**src/rtl/pipelined_decoder.sv**
```systemverilog
// pipelined_decoder: RV32I main decoder followed by an IF/ID-to-EX pipeline
// register with a valid/ready handshake, load-use bubble insertion and flush.
//
// Ports
//   clk_i, rst_i                 clock (rising edge), synchronous active-high reset
//   in_valid_i / in_ready_o      upstream handshake (instr_i, pc_i)
//   flush_i                      kill held instruction, refuse input this cycle
//   out_valid_o / out_ready_i    downstream handshake
//   out_instr_o, out_pc_o        registered instruction word and PC
//   rs1_o, rs2_o, rd_o           register fields of the held instruction
//   ALUSrc_o .. MemtoReg_o       datapath controls of the held instruction
//   ALUOp_o                      00 add, 01 branch compare, 10 R-type, 11 I-ALU
//   illegal_o                    unrecognised or disabled opcode
//   stall_o                      load-use stall (combinational)
module pipelined_decoder #(
  parameter bit ENABLE_JUMP  = 1'b1,
  parameter bit HAZARD_CHECK = 1'b1
) (
  input  logic        clk_i,
  input  logic        rst_i,
  input  logic        in_valid_i,
  output logic        in_ready_o,
  input  logic [31:0] instr_i,
  input  logic [31:0] pc_i,
  input  logic        flush_i,
  output logic        out_valid_o,
  input  logic        out_ready_i,
  output logic [31:0] out_instr_o,
  output logic [31:0] out_pc_o,
  output logic [4:0]  rs1_o,
  output logic [4:0]  rs2_o,
  output logic [4:0]  rd_o,
  output logic        ALUSrc_o,
  output logic        RegWrite_o,
  output logic        Branch_o,
  output logic        Jump_o,
  output logic        MemRead_o,
  output logic        MemWrite_o,
  output logic        MemtoReg_o,
  output logic [1:0]  ALUOp_o,
  output logic        illegal_o,
  output logic        stall_o
);

  localparam logic [6:0] OpR      = 7'b0110011;
  localparam logic [6:0] OpIAlu   = 7'b0010011;
  localparam logic [6:0] OpLoad   = 7'b0000011;
  localparam logic [6:0] OpStore  = 7'b0100011;
  localparam logic [6:0] OpBranch = 7'b1100011;
  localparam logic [6:0] OpJal    = 7'b1101111;
  localparam logic [6:0] OpJalr   = 7'b1100111;
  localparam logic [6:0] OpLui    = 7'b0110111;
  localparam logic [6:0] OpAuipc  = 7'b0010111;

  typedef struct packed {
    logic       alu_src;
    logic       reg_write;
    logic       branch;
    logic       jump;
    logic       mem_read;
    logic       mem_write;
    logic       mem_to_reg;
    logic [1:0] alu_op;
    logic       illegal;
  } ctrl_t;

  // Decode of the incoming word
  logic [6:0] opcode;
  ctrl_t      dec_ctrl;
  logic       uses_rs1;
  logic       uses_rs2;

  assign opcode = instr_i[6:0];

  always_comb begin
    dec_ctrl = '0;
    uses_rs1 = 1'b0;
    uses_rs2 = 1'b0;
    case (opcode)
      OpR: begin
        dec_ctrl.reg_write = 1'b1;
        dec_ctrl.alu_op    = 2'b10;
        uses_rs1           = 1'b1;
        uses_rs2           = 1'b1;
      end
      OpIAlu: begin
        dec_ctrl.alu_src   = 1'b1;
        dec_ctrl.reg_write = 1'b1;
        dec_ctrl.alu_op    = 2'b11;
        uses_rs1           = 1'b1;
      end
      OpLoad: begin
        dec_ctrl.alu_src    = 1'b1;
        dec_ctrl.reg_write  = 1'b1;
        dec_ctrl.mem_read   = 1'b1;
        dec_ctrl.mem_to_reg = 1'b1;
        uses_rs1            = 1'b1;
      end
      OpStore: begin
        dec_ctrl.alu_src   = 1'b1;
        dec_ctrl.mem_write = 1'b1;
        uses_rs1           = 1'b1;
        uses_rs2           = 1'b1;
      end
      OpBranch: begin
        dec_ctrl.branch = 1'b1;
        dec_ctrl.alu_op = 2'b01;
        uses_rs1        = 1'b1;
        uses_rs2        = 1'b1;
      end
      OpJal: begin
        if (ENABLE_JUMP) begin
          dec_ctrl.reg_write = 1'b1;
          dec_ctrl.jump      = 1'b1;
        end else begin
          dec_ctrl.illegal = 1'b1;
        end
      end
      OpJalr: begin
        // A disabled jalr is illegal and reads no register, so it cannot stall.
        if (ENABLE_JUMP) begin
          dec_ctrl.reg_write = 1'b1;
          dec_ctrl.jump      = 1'b1;
          dec_ctrl.alu_src   = 1'b1;
          uses_rs1           = 1'b1;
        end else begin
          dec_ctrl.illegal = 1'b1;
        end
      end
      OpLui, OpAuipc: begin
        if (ENABLE_JUMP) begin
          dec_ctrl.reg_write = 1'b1;
          dec_ctrl.alu_src   = 1'b1;
        end else begin
          dec_ctrl.illegal = 1'b1;
        end
      end
      default: dec_ctrl.illegal = 1'b1;
    endcase
  end

  // Pipeline register state
  logic        valid_q, valid_d;
  logic [31:0] instr_q, instr_d;
  logic [31:0] pc_q, pc_d;
  ctrl_t       ctrl_q, ctrl_d;

  // Load-use hazard: a held load whose destination feeds the incoming word
  logic hazard;
  logic rs1_match;
  logic rs2_match;
  logic accept;

  assign rs1_match = uses_rs1 && (instr_i[19:15] == instr_q[11:7]);
  assign rs2_match = uses_rs2 && (instr_i[24:20] == instr_q[11:7]);
  assign hazard    = HAZARD_CHECK && valid_q && ctrl_q.mem_read && (instr_q[11:7] != 5'd0) &&
                     in_valid_i && (rs1_match || rs2_match);

  // Combinational path from flush_i/out_ready_i to in_ready_o is intentional.
  assign in_ready_o = !flush_i && !hazard && (!valid_q || out_ready_i);
  assign accept     = in_valid_i && in_ready_o;

  always_comb begin
    valid_d = valid_q;
    instr_d = instr_q;
    pc_d    = pc_q;
    ctrl_d  = ctrl_q;
    if (flush_i) begin
      valid_d = 1'b0;
      ctrl_d  = '0;
    end else if (accept) begin
      valid_d = 1'b1;
      instr_d = instr_i;
      pc_d    = pc_i;
      ctrl_d  = dec_ctrl;
    end else if (out_ready_i) begin
      // Held word consumed (or hazard bubble): controls cleared so an
      // invalid slot never carries live controls.
      valid_d = 1'b0;
      ctrl_d  = '0;
    end
  end

  always_ff @(posedge clk_i) begin
    if (rst_i) begin
      valid_q <= 1'b0;
      instr_q <= '0;
      pc_q    <= '0;
      ctrl_q  <= '0;
    end else begin
      valid_q <= valid_d;
      instr_q <= instr_d;
      pc_q    <= pc_d;
      ctrl_q  <= ctrl_d;
    end
  end

  assign out_valid_o = valid_q;
  assign out_instr_o = instr_q;
  assign out_pc_o    = pc_q;
  assign rs1_o       = instr_q[19:15];
  assign rs2_o       = instr_q[24:20];
  assign rd_o        = instr_q[11:7];
  assign ALUSrc_o    = ctrl_q.alu_src;
  assign RegWrite_o  = ctrl_q.reg_write;
  assign Branch_o    = ctrl_q.branch;
  assign Jump_o      = ctrl_q.jump;
  assign MemRead_o   = ctrl_q.mem_read;
  assign MemWrite_o  = ctrl_q.mem_write;
  assign MemtoReg_o  = ctrl_q.mem_to_reg;
  assign ALUOp_o     = ctrl_q.alu_op;
  assign illegal_o   = ctrl_q.illegal;
  assign stall_o     = hazard;

endmodule

```
**config.mk**
```make
export PLATFORM = sky130hd
export DESIGN_NAME = pipelined_decoder
export DESIGN_NICKNAME = d
export VERILOG_FILES = /design/src/rtl/pipelined_decoder.sv
export SDC_FILE = /design/constraint.sdc
export NUM_CORES = 1
export LEC_CHECK = 0
export ABC_AREA = 1
export ABC_CLOCK_PERIOD_IN_PS = 3600
export BUFFER_PORTS_ARGS = -buffer_cell sky130_fd_sc_hd__buf_4
export CAP_MARGIN = 20
export CORE_ASPECT_RATIO = 0.6
export CORE_UTILIZATION = 51
export DETAILED_ROUTE_END_ITERATION = 6
export HOLD_SLACK_MARGIN = 0.02
export PLACE_DENSITY = 0.86
export SETUP_SLACK_MARGIN = 0.2
export SYNTH_ARGS = -nofsm -noshare
export SYNTH_HDL_FRONTEND = slang
export SYNTH_SLANG_ARGS = --single-unit
```
**constraint.sdc**
```tcl
create_clock -name clk_i -period 3.6 [get_ports clk_i]
set_input_delay 0.18 -clock clk_i [delete_from_list [all_inputs] [get_ports clk_i]]
set_output_delay 0.18 -clock clk_i [all_outputs]
set_load 0.01 [all_outputs]
```
==> flow_metrics.env <==
export IMPL_clkSinkCount=74
export IMPL_portBuffers=160
export IMPL_cts_max_path_buffers=2
export IMPL_yosysMostFrequentCell="nand2_1"
export IMPL_maxSlewViolCount=0
export IMPL_cts_buffers=9
export IMPL_rsz0062_at_grt="false"
export IMPL_worstReg2RegStart="out_instr_o[10]$_SDFFE_PP0P_"
export IMPL_htreeDepth=3
export IMPL_yosysUniqueCellTypes=22
export IMPL_drc=0
export IMPL_min_period_ns=2.50
export IMPL_drive_above_1_share_pct=26.6
export IMPL_pwr_share_comb_pct=17.6
export IMPL_postCtsSetupRepairBufs=0
export IMPL_setup_viol=0
export IMPL_cts_hold_buffers=0
export IMPL_grt_pass1_vias=3101
export IMPL_row_count=23
export IMPL_gp_congestion=0.877
export IMPL_worstSetupPathType="reg -> reg"
export IMPL_ir_drop_mv=0.282
export IMPL_overflow=0
export IMPL_p_sw_mw=0.542
export IMPL_cp_startpoint="out_instr_o[10]$_SDFFE_PP0P_"
export IMPL_critPathCapture="out_instr_o[29]$_SDFFE_PP0P_"
export IMPL_cts_clk_slew_worst_paths_ns=0.05
export IMPL_holdPathStages=3
export IMPL_slew_headroom_pct=58.6
export IMPL_antenna_cells=0
export IMPL_core_sq_um=6680
export IMPL_avgRoutedWirePerCell_um=11.7
export IMPL_fmax_mhz=399
export IMPL_crit_fanout=53
export IMPL_rr_worst_depth=13
export IMPL_p_seq_share_pct=43.6
export IMPL_root_buffer="clkbuf_16"
export IMPL_yosys_area_top_type="dfxtp_1"
export IMPL_cp_arrival_ns=2.76
export IMPL_timing_rr_end="out_instr_o[29]$_SDFFE_PP0P_"
export IMPL_area_delta_synth_final_pct=37.6
export IMPL_yosysWarnings=0
export IMPL_worstMarginPinSlew_ns=0.620
export IMPL_postSynthAreaPerCell_sq_um=6.35
export IMPL_syn_nets=623
export IMPL_vias=3598
export IMPL_yosys_top_cells_count="nand2_1, nor2_1, inv_1"
export IMPL_rrSetupSlack_ns=1.10
export IMPL_tns_ns=0
export IMPL_drtAntennaViolNets=0
export IMPL_synth_seq_cells=74
export IMPL_ctsResizeCount=0
export IMPL_cts_tree="built"
export IMPL_synth_area_sq_um=3520
export IMPL_finalWirelength_um=9140
export IMPL_initialDrtViolationCount=250
export IMPL_final_nets=757
export IMPL_critical_path_required_ns=3.85
export IMPL_max_cap_violations=0
export IMPL_netSwitchingFraction_pct=26.2
export IMPL_yosysSeqAreaShare_pct=42.1
export IMPL_period_share_pct=69.6
export IMPL_dp_hpwl_um=6720
export IMPL_crit_path_start_kind="register"
export IMPL_synthArstFlopShare_pct=0
export IMPL_first_pass_iters=5
export IMPL_fin_skew_ns=0.00367
export IMPL_fp_dieW_um=109
export IMPL_grt_max_degree=54
export IMPL_synth_main_ff_cell="dfxtp_1"
export IMPL_synth_edf_count=0
export IMPL_die_height_um=66.3
export IMPL_grt_pass1_wl_um=14200
export IMPL_p_int_mw=1.53
export IMPL_initial_core_util_pct=52.7
export IMPL_netlist_instances=554
export IMPL_hold_ws_ns=0.0773
export IMPL_num_io_pins=161
export IMPL_antenna_found_initial=0
export IMPL_synth_top_cell_area_share_pct=42.1
export IMPL_hold_viol=0
export IMPL_powerDensity_nw_per_um2=427
export IMPL_dieArea_sq_um=7250
export IMPL_p_leak_nw=2.76
export IMPL_ys_top_cells_by_area="dfxtp_1, nand2_1, nor2_1, inv_1, buf_4"
export IMPL_clkLatencyLatePin_ns=0.32
export IMPL_post_drt_via_cell_ratio=4.61
export IMPL_outcome="completed"
export IMPL_grt_total_usage_pct=25.5
export IMPL_hp_class="in -> reg"
export IMPL_clockPowerShare_pct=38.7
export IMPL_n_fill_cell=570
export IMPL_end_kind="register"
## stage by stage
stage / setup WS (ns) / power [mW] / cells / utilization [%] / instance area, sq um
floorplan: 2.01 / 1.12 / 554 / - / 3520
global placement: 1.27 / 1.27 / 764 / 68.6 / 4580
detailed placement: 1.12 / 1.29 / 764 / 68.6 / 4580
CTS: 1.10 / 2.09 / 780 / 72.5 / 4840
global route: 0.796 / 2.17 / 780 / 72.5 / 4840
finish: 1.10 / 2.07 / 780 / 72.5 / 4840
## cell type report
class / count / area, sq um / share of cell area [%]
clock inverter: 3 / 15.0 / 0.310
sequential: 74 / 1480 / 30.6
clock buffer: 13 / 250 / 5.17
timing repair buffer: 163 / 1220 / 25.3
multi-input combinational: 353 / 1440 / 29.7
inverter: 87 / 327 / 6.74
tap: 87 / 109 / 2.25
## worst min path at each step
stage                            from                      endpoint  slack (ns)
after floorplan            instr_i[0]   out_instr_o[0]$_SDFFE_PP0P_        0.31
after global placement       pc_i[12]     out_pc_o[12]$_SDFFE_PP0P_        0.40
after detailed placement      pc_i[4]      out_pc_o[4]$_SDFFE_PP0P_        0.41
after CTS                     pc_i[8]      out_pc_o[8]$_SDFFE_PP0P_        0.07
after global routing      instr_i[25]  out_instr_o[25]$_SDFFE_PP0P_        0.08
final                        pc_i[25]     out_pc_o[25]$_SDFFE_PP0P_        0.08
## worst max-delay path, cell delays in order, from the launching register on
cell and delay (ns):
dfxtp_1 0.45, inv_1 0.11, o21ai_0 0.17, inv_1 0.06, nand2_1 0.06, nor2_1 0.04
nand2_1 0.06, nand2_1 0.04, nand2_1 0.30, nand3_4 0.40, buf_4 0.43, nand2_1 0.11
nand2_1 0.05, nor2_1 0.12
## power groups by stage
stage / clock network (mW) / logic, mW / registers (mW)
finish: 0.801 / 0.365 / 0.903
global route: 0.855 / 0.410 / 0.909
CTS: 0.817 / 0.367 / 0.903
detailed placement: 0 / 0.365 / 0.920
global placement: 0 / 0.357 / 0.917
floorplan: 0 / 0.179 / 0.939
## layout by cell type (no fill, tap or decap)
| cell type | instances |
|---|---|
| nand2_1 | 158 |
| xnor2_1 | 1 |
| o22ai_1 | 2 |
| inv_2 | 5 |
| inv_1 | 80 |
| nor2_1 | 140 |
| nand3b_1 | 1 |
| nand2_2 | 1 |
| clkbuf_8 | 1 |
| nor2_2 | 1 |
| clkinv_1 | 2 |
| nand3_1 | 15 |
| dfxtp_1 | 74 |
| nand4_1 | 14 |
| o21ai_0 | 3 |
| clkinv_2 | 3 |
| clkbuf_1 | 3 |
| clkbuf_16 | 9 |
| nor3_1 | 3 |
| nand3_4 | 1 |
| buf_4 | 163 |
| and2_1 | 1 |
| a21oi_1 | 12 |
## kinds of logic (layout without fill, tap and decap cells)
family	count (synthesis)	in the layout	share of synthesized area [%]
and+or+nand+nor	335	335	37.9
buffers and inverters	127	266	17.3
xor gates and xnor gates	1	1	0.249
AOI/OAI and AO/OA	17	17	2.49
DFF	74	74	42.1
## routing by layer
layer	global-route usage (%)	share of wire (%)	up-vias
met1	31.0	44	1578
li1	-	-	1888
met2	42.6	47	124
met5	0	0	-
met4	8.00	0.76	0
met3	8.57	7.6	8
(Power assumes the default switching activity.)
